### src/rtl/unidade_controle_jogo_pkg.sv
// Shared definitions for the game control unit: state codes shown on the
// debug display and the default timeout parameters.
package unidade_controle_jogo_pkg;

    localparam int TIMEOUT_CYCLES_DEF = 5000;
    localparam int TW_DEF             = 13;

    // 4-bit state codes as they appear on db_estado.
    localparam logic [3:0] ST_INICIAL     = 4'b0000;
    localparam logic [3:0] ST_PREPARA     = 4'b0001;
    localparam logic [3:0] ST_ESPERA      = 4'b0010;
    localparam logic [3:0] ST_REGISTRA    = 4'b0100;
    localparam logic [3:0] ST_COMPARA     = 4'b0101;
    localparam logic [3:0] ST_PROXIMO     = 4'b0110;
    localparam logic [3:0] ST_FIM_ACERTO  = 4'b1010;
    localparam logic [3:0] ST_FIM_ERRO    = 4'b1110;
    localparam logic [3:0] ST_FIM_TIMEOUT = 4'b1101;

    typedef enum logic [3:0] {
        INICIAL     = ST_INICIAL,
        PREPARA     = ST_PREPARA,
        ESPERA      = ST_ESPERA,
        REGISTRA    = ST_REGISTRA,
        COMPARA     = ST_COMPARA,
        PROXIMO     = ST_PROXIMO,
        FIM_ACERTO  = ST_FIM_ACERTO,
        FIM_ERRO    = ST_FIM_ERRO,
        FIM_TIMEOUT = ST_FIM_TIMEOUT
    } estado_t;

endpackage

### src/rtl/unidade_controle_jogo_contador_timeout.sv
// Per-move timeout counter: synchronous clear has priority over enable,
// and fim_o flags the last allowed waiting cycle (TIMEOUT_CYCLES-1).
module contador_timeout
    import unidade_controle_jogo_pkg::*;
#(
    parameter int TIMEOUT_CYCLES = TIMEOUT_CYCLES_DEF,
    parameter int TW             = TW_DEF
) (
    input  logic clock,
    input  logic reset,
    input  logic zera_i,
    input  logic conta_i,
    output logic fim_o
);

    localparam logic [TW-1:0] ULTIMO = TW'(TIMEOUT_CYCLES - 1);

    logic [TW-1:0] cnt_q;
    logic [TW-1:0] cnt_d;

    // Next count: clear wins, otherwise increment only while enabled.
    always_comb begin
        cnt_d = cnt_q;
        if (zera_i) begin
            cnt_d = '0;
        end else if (conta_i) begin
            cnt_d = cnt_q + TW'(1);
        end
    end

    // Count register with synchronous active-low reset.
    always_ff @(posedge clock) begin
        if (!reset) begin
            cnt_q <= '0;
        end else begin
            cnt_q <= cnt_d;
        end
    end

    assign fim_o = (cnt_q == ULTIMO);

endmodule

### src/rtl/unidade_controle_jogo.sv
// Moore control unit for one memory-compare round: waits for each move,
// registers it, compares it with the current ROM word and either advances
// the address or ends the round (hit, miss or timeout).
module unidade_controle_jogo
    import unidade_controle_jogo_pkg::*;
#(
    parameter int TIMEOUT_CYCLES = TIMEOUT_CYCLES_DEF,
    parameter int TW             = TW_DEF
) (
    input  logic       clock,
    input  logic       reset,
    input  logic       iniciar,
    input  logic       jogada,
    input  logic       igual,
    input  logic       fimC,
    output logic       zeraC,
    output logic       contaC,
    output logic       zeraR,
    output logic       registraR,
    output logic       pronto,
    output logic       acertou,
    output logic       errou,
    output logic       timeout,
    output logic [3:0] db_estado
);

    estado_t estado_q;
    estado_t estado_d;

    logic zera_tmo;
    logic conta_tmo;
    logic fim_tmo;

    // The counter is cleared whenever a new waiting period is about to start
    // and advances only while a move is awaited, so it holds elsewhere.
    assign zera_tmo  = (estado_q == PREPARA) || (estado_q == PROXIMO);
    assign conta_tmo = (estado_q == ESPERA);

    contador_timeout #(
        .TIMEOUT_CYCLES (TIMEOUT_CYCLES),
        .TW             (TW)
    ) u_contador_timeout (
        .clock   (clock),
        .reset   (reset),
        .zera_i  (zera_tmo),
        .conta_i (conta_tmo),
        .fim_o   (fim_tmo)
    );

    // State register; reset returns to INICIAL from anywhere, even mid-round.
    always_ff @(posedge clock) begin
        if (!reset) begin
            estado_q <= INICIAL;
        end else begin
            estado_q <= estado_d;
        end
    end

    // Next-state logic and Moore output decode (outputs depend on estado_q only).
    always_comb begin
        estado_d  = estado_q;
        zeraC     = 1'b0;
        contaC    = 1'b0;
        zeraR     = 1'b0;
        registraR = 1'b0;
        pronto    = 1'b0;
        acertou   = 1'b0;
        errou     = 1'b0;
        timeout   = 1'b0;
        case (estado_q)
            INICIAL: begin
                if (iniciar) estado_d = PREPARA;
            end
            PREPARA: begin
                zeraC    = 1'b1;
                zeraR    = 1'b1;
                estado_d = ESPERA;
            end
            ESPERA: begin
                // A move arriving on the expiry cycle still counts.
                if (jogada) begin
                    estado_d = REGISTRA;
                end else if (fim_tmo) begin
                    estado_d = FIM_TIMEOUT;
                end
            end
            REGISTRA: begin
                registraR = 1'b1;
                estado_d  = COMPARA;
            end
            COMPARA: begin
                if (!igual) begin
                    estado_d = FIM_ERRO;
                end else if (fimC) begin
                    estado_d = FIM_ACERTO;
                end else begin
                    estado_d = PROXIMO;
                end
            end
            PROXIMO: begin
                contaC   = 1'b1;
                estado_d = ESPERA;
            end
            FIM_ACERTO: begin
                pronto  = 1'b1;
                acertou = 1'b1;
                if (iniciar) estado_d = PREPARA;
            end
            FIM_ERRO: begin
                pronto = 1'b1;
                errou  = 1'b1;
                if (iniciar) estado_d = PREPARA;
            end
            FIM_TIMEOUT: begin
                pronto  = 1'b1;
                timeout = 1'b1;
                if (iniciar) estado_d = PREPARA;
            end
            default: begin
                estado_d = INICIAL;
            end
        endcase
    end

    assign db_estado = estado_q;

endmodule

### config.mk
export PLATFORM = sky130hd
export DESIGN_NAME = unidade_controle_jogo
export DESIGN_NICKNAME = d
export VERILOG_FILES = /design/src/rtl/unidade_controle_jogo_pkg.sv /design/src/rtl/unidade_controle_jogo_contador_timeout.sv /design/src/rtl/unidade_controle_jogo.sv
export SDC_FILE = /design/constraint.sdc
export NUM_CORES = 1
export LEC_CHECK = 0
export ABC_AREA = 1
export CAP_MARGIN = 20
export CORE_AREA = 4 4 66 68
export CTS_CLUSTER_SIZE = 28
export DETAILED_ROUTE_END_ITERATION = 8
export DIE_AREA = 0 0 70 72
export PLACE_DENSITY = 0.53
export SLEW_MARGIN = 20
export SYNTH_ARGS = -nofsm -noshare
export SYNTH_HDL_FRONTEND = slang
export SYNTH_SLANG_ARGS = --single-unit
### constraint.sdc
create_clock -name clock -period 1.55 [get_ports clock]
set_input_delay 0.155 -clock clock [delete_from_list [all_inputs] [get_ports clock]]
set_output_delay 0.155 -clock clock [all_outputs]
set_load 0.02 [all_outputs]
======== Yosys cells after proc, flatten, opt, wreduce, memory -nomap -nowiden ========
Index checks and enable logic that the tools add are counted.
storage, ports and cells
  output and inout bits ................... 12
  register bits ........................... 17
  input port bits ......................... 6
  word-level logic and storage cells ...... 35
operators by class
  equality and inequality tests ........... 11
  reductions and logical operators ........ 7
  bitwise operators ....................... 1
  $add $sub $neg .......................... 1
  mux-type cells .......................... 13
operators with widths
  cell                                                    number
  2-to-1 mux 4 bit                                        5
  case mux 4 bit (5 select lines)                         1
  adder 13 x 1 -> 13 bit (second input constant)          1
  == test 13 bit (second input constant)                  1
  == test 4 x 3 -> 1 bit (second input constant)          3
  == test 4 bit (second input constant)                   3
  2-to-1 mux 1 bit                                        7
  == test 4 x 1 -> 1 bit (second input constant)          1
  == test 4 x 2 -> 1 bit (second input constant)          1
  logical NOT 4 bit                                       1
  OR reduction 2 bit                                      2
  OR reduction 4 bit                                      1
  inequality test 3 x 2 -> 1 bit (second input constant)  1
  OR reduction 3 bit                                      1
  inequality test 2 x 1 -> 1 bit (second input constant)  1
  AND reduction 2 bit                                     1
  logical OR 1 bit                                        1
  NOT 1 bit                                               1

======== Logic depth before layout (Yosys ltp) ========
  depth in word-level cells ............... 4
  gate-level depth with buffers ........... 9
  mapped depth without buffers ............ 9

======== Modules after synthesis ========
From an unflattened synthesis, not the netlist that was laid out.
second synthesis, totals
  cells, all modules ...................... 169
  area, all modules ....................... 1076.0 um^2
modules (own cells, without submodules)
  module                 instances  area an instance (um^2)  cells each
  contador_timeout       1          688.2                    103
  unidade_controle_jogo  1          387.9                    66

======== Least setup slack after synthesis ========
OpenSTA, ideal clock, no wires.
  path kind ............................... register -> register
  from .................................... reg estado_q[2], in the netlist db_estado[2]
  to ...................................... reg u_contador_timeout.cnt_q[9]
  arrival time ............................ 1.260 ns
  library setup time ...................... 0.113 ns
  cell stages (with the launch flop) ...... 8
  slack ................................... 0.176 ns
  cells stage by stage .................... dfxtp_1 -> nand2_2 -> nor2_2 -> nor2_4 -> nand2_4 -> inv_6 -> o21ai_1 -> nor2_1
between the ends
  cells in the longest elaborated chain, start to end .. 3
ends and longest elaborated chain
  element                                                                  line                                          text
  start, declared                                                          unidade_controle_jogo.sv:27                   estado_t estado_q;
  start signal, assigned                                                   unidade_controle_jogo.sv:55                   estado_q <= estado_d;
  == test 4 x 1 -> 1 bit / == test 4 x 3 -> 1 bit (equally long branches)  unidade_controle_jogo.sv:36                   assign zera_tmo = (estado_q == PREPARA) || (estado_q == PROXIMO);
  logical OR 1 bit                                                         unidade_controle_jogo.sv:36
  OR reduction 2 bit (no source line)                                      -
  end signal, assigned                                                     unidade_controle_jogo_contador_timeout.sv:36  cnt_q <= cnt_d;
  end, declared                                                            unidade_controle_jogo_contador_timeout.sv:18  logic [TW-1:0] cnt_q;
Parallel ways exist; a longest one is shown, timed or not.
A chain may end at the register's enable or synchronous reset.

======== Worst setup path after layout ========
  from .................................... reg estado_q[1], in the netlist db_estado[1]
  to ...................................... out db_estado[1]
RTL lines
  element        line                         text
  end, declared  unidade_controle_jogo.sv:24  output logic [3:0] db_estado
No word-level cell between the ends.

==> flow_summary.rst <==
.. list-table::
   :header-rows: 1

   * - Metric
     - Value
   * - Run status
     - finished, final reports clean
   * - Pin count of the biggest net entering global routing
     - 11
   * - Aggregate global-route resource usage
     - 10.21%
   * - Post-Syn Instances
     - 174
   * - Final worst clock skew
     - 4.456 ps
   * - Clock Root Buffer
     - clkbuf_8
   * - Num Clock Sinks
     - 17
   * - Clock network fraction of total power
     - 17.3%
   * - Combinational Power Share
     - 54.0%
   * - Vias
     - 1076
   * - DRC viols
     - 0
   * - Setup TNS
     - 0 ps
   * - Grt total ovfl
     - 0
   * - Data required time of the critical path
     - 1390 ps
   * - Yosys warns
     - 0
   * - Fin. Hold Viols
     - 0
   * - Initial detailed-routing violation count
     - 41
   * - Antenna-violating nets left
     - 0
   * - Num CTS Buffers
     - 3
   * - Flop pwr share
     - 28.6%
   * - CP Max Fanout
     - 3
   * - Effective utilization at floorplan
     - 28.55%
   * - Setup violation total in the final timing report
     - 0
   * - Final min period
     - 1459 ps
   * - Later-pin clock latency in the skew report
     - 250 ps
   * - RSZ-0062 raised after global routing
     - false
   * - Site row count
     - 23
   * - Clock slew seen by the registers of the worst setup and hold paths
     - 70 ps
   * - Fmax
     - 685.5 MHz
   * - Startpoint of the most critical hold path
     - u_contador_timeout.cnt_q[0]$_SDFFE_PP0N_
   * - Width of the die
     - 70 µm
   * - Antenna diode instance count
     - 0
   * - Number of nets in the layout
     - 213
   * - Endpoint, Worst Hold
     - u_contador_timeout.cnt_q[0]$_SDFFE_PP0N_
   * - Average wire length per cell after detail routing
     - 9.824 µm
   * - Core Area
     - 3856 µm²
   * - Net count after synthesis
     - 181
   * - Initial antenna violation count
     - 0
   * - Vias in the first global route
     - 996
   * - Slew @ Worst Pin
     - 278.5 ps
   * - Layout overhead on the synthesized area
     - 29.77%
   * - Detailed-placement wirelength estimate
     - 2071 µm
   * - Fraction of layout instances using a drive strength above 1
     - 20.98%
   * - Max-cap violations
     - 0
   * - Register area share after synthesis
     - 30.91%
   * - Num ports
     - 18
   * - Power dissipated by switching net loads
     - 0.0008294 W
   * - Post-Route WL
     - 2505 µm
   * - Static leakage power
     - 0.6268 nW
   * - Vertical die dimension
     - 72 µm
   * - TritonCTS clock tree
     - built
   * - Hold buffer count at cts
     - 0
   * - Most common cell after layout, fill and taps aside
     - nand2_1
   * - Post-placement worst setup slack
     - 18.63 ps
   * - Library cells used by synthesis
     - 23
   * - Cell-internal power
     - 0.001098 W
   * - Crit path arrival time
     - 1300 ps
   * - CP endpoint kind
     - primary output
   * - Tightest hold margin
     - 487.7 ps
   * - Post-placement cell area
     - 1398 µm²
   * - Library cell with the largest summed area after synthesis
     - dfxtp_1
   * - Switching Share
     - 43.04%
   * - Number of fillers in the final layout
     - 435
   * - Cell count of the worst hold path
     - 2
   * - Peak ir drop on the vdd network
     - 0.4637 mV
   * - Number of I/O port buffers
     - 17
   * - First-pass GRT wire length
     - 4243 µm
   * - Initial DRT Pass Iterations
     - 4
   * - Crit path launch type
     - register
   * - Die ar.
     - 5040 µm²
   * - Final worst slack
     - 91.13 ps
   * - Depth of the most critical reg-to-reg path
     - 9
   * - Number of vias per cell after detailed routing
     - 4.220
   * - Post-synthesis cell area
     - 1101 µm²
   * - Slew Limit Headroom
     - 81.41%
   * - Number of pins with negative max-slew slack in the final report
     - 0
   * - Maximum root-to-sink buffer count
     - 2
   * - Setup slack of the worst register-to-register path
     - 110 ps
   * - Post-Layout Inst Area
     - 1429 µm²
   * - #FFs+latches synth
     - 17
   * - Routability Congestion
     - 0.8408
   * - Endpoint of the most critical register-to-register path
     - u_contador_timeout.cnt_q[11]$_SDFFE_PP0N_
   * - Final period utilization
     - 94.12%
   * - Setup Crit Path Kind
     - reg2out
   * - Power per unit of standard cell area
     - 1349 nW/µm²
   * - Average footprint of a synthesized cell
     - 6.328 µm²
   * - Depth of the CTS H-tree
     - 1
   * - Worst hold path type
     - reg2reg
   * - Top library cells by usage in the layout, fill and taps aside
     - nand2_1 (51), inv_1 (26), nor2_1 (22), dfxtp_1 (16), buf_4 (12)
   * - Fraction of post-synthesis cell area in the top cell type by area
     - 30.91%
   * - Cells taking the most area after synthesis
     - dfxtp_1 (31%), nand2_1 (17%), inv_1 (8.9%), nor2_1 (7.5%), a21oi_1 (4.1%)
   * - Origin of the critical flop-to-flop path
     - db_estado[2]$_SDFFE_PN0P_
per-stage QoR:
stage	power, W	util, %	instances
floorplan	0.001224	-	174
global placement	0.001666	36.24	250
detailed placement	0.001645	36.24	250
CTS	0.001965	37.18	254
global route	0.002098	37.05	255
finish	0.001927	37.05	255
layer usage:
metal | wire length, µm | track usage (%)
met5 | 0 | 0
met4 | 0 | 2.553
met3 | 95 | 1.801
met2 | 1173 | 18.26
met1 | 1236 | 12.76
power groups by stage:
stage	Clock, W	Sequential [W]	Combinational, W
after floorplan	0	0.000614	0.000610
after global placement	0	0.000558	0.00111
after detailed placement	0	0.000561	0.00108
after CTS	0.000357	0.000553	0.00105
after global routing	0.000380	0.000564	0.00116
final	0.000334	0.000552	0.00104
synthesized netlist by cell type, drive strengths merged:
master and n:
o21ai 10, nand2 56, dfxtp 17, nor3 2, ha 1, nor2 28
nand4 7, a21oi 12, nand3 7, xor2 3, inv 29, buf 2
critical path, cell delays in order, from the launching register on:
cell	delay, ps
dfxtp_1	350
buf_4	110
clkdlybuf4s50_1	590
flip-flops by register name, summed over array words and instances, names as in the netlist:
signal,count
u_contador_timeout.cnt_q,13
db_estado,4
worst max path at each step:
stage                                                        start                                  endpoint  slack, ps  cells after the start
after floorplan                          db_estado[2]$_SDFFE_PN0P_  u_contador_timeout.cnt_q[9]$_SDFFE_PP0N_        180                      7
after global placement                   db_estado[0]$_SDFFE_PN0P_                                     zeraC         30                      5
after detailed placement                 db_estado[0]$_SDFFE_PN0P_                                     zeraR         20                      5
after CTS                                db_estado[3]$_SDFFE_PN0P_                                    contaC         40                      4
after global routing      u_contador_timeout.cnt_q[0]$_SDFFE_PP0N_                 db_estado[1]$_SDFFE_PN0P_          1                      9
final                                    db_estado[1]$_SDFFE_PN0P_                              db_estado[1]         90                      2
final cells by class:
| cell class | count | area [µm²] | area share [%] |
|---|---|---|---|
| multi-input combinational | 126 | 628.1 | 43.96 |
| inverter | 29 | 113.9 | 7.968 |
| tap | 50 | 62.56 | 4.378 |
| clock buffer | 3 | 41.29 | 2.890 |
| clock inverter | 1 | 5.005 | 0.3503 |
| sequential | 17 | 341.6 | 23.91 |
| timing repair buffer | 29 | 236.5 | 16.55 |
cell families after synthesis:
family                   count (synthesis)  synth area share, %
XOR/XNOR                                 3                2.387
buffers and inverters                   31                12.05
AND/OR/NAND/NOR                        100                41.14
flip-flops                              17                30.91
adder cells (fa/ha/maj)                  1                1.136
AO/OA/AOI/OAI                           22                12.39
repair_timing:
action	4_1_cts	5_1_grt
setup buffers	0	1
pin swaps	0	1
endpoints found under the setup margin	9	7
gates resized for setup	10	11
(Power assumes the default switching activity.)
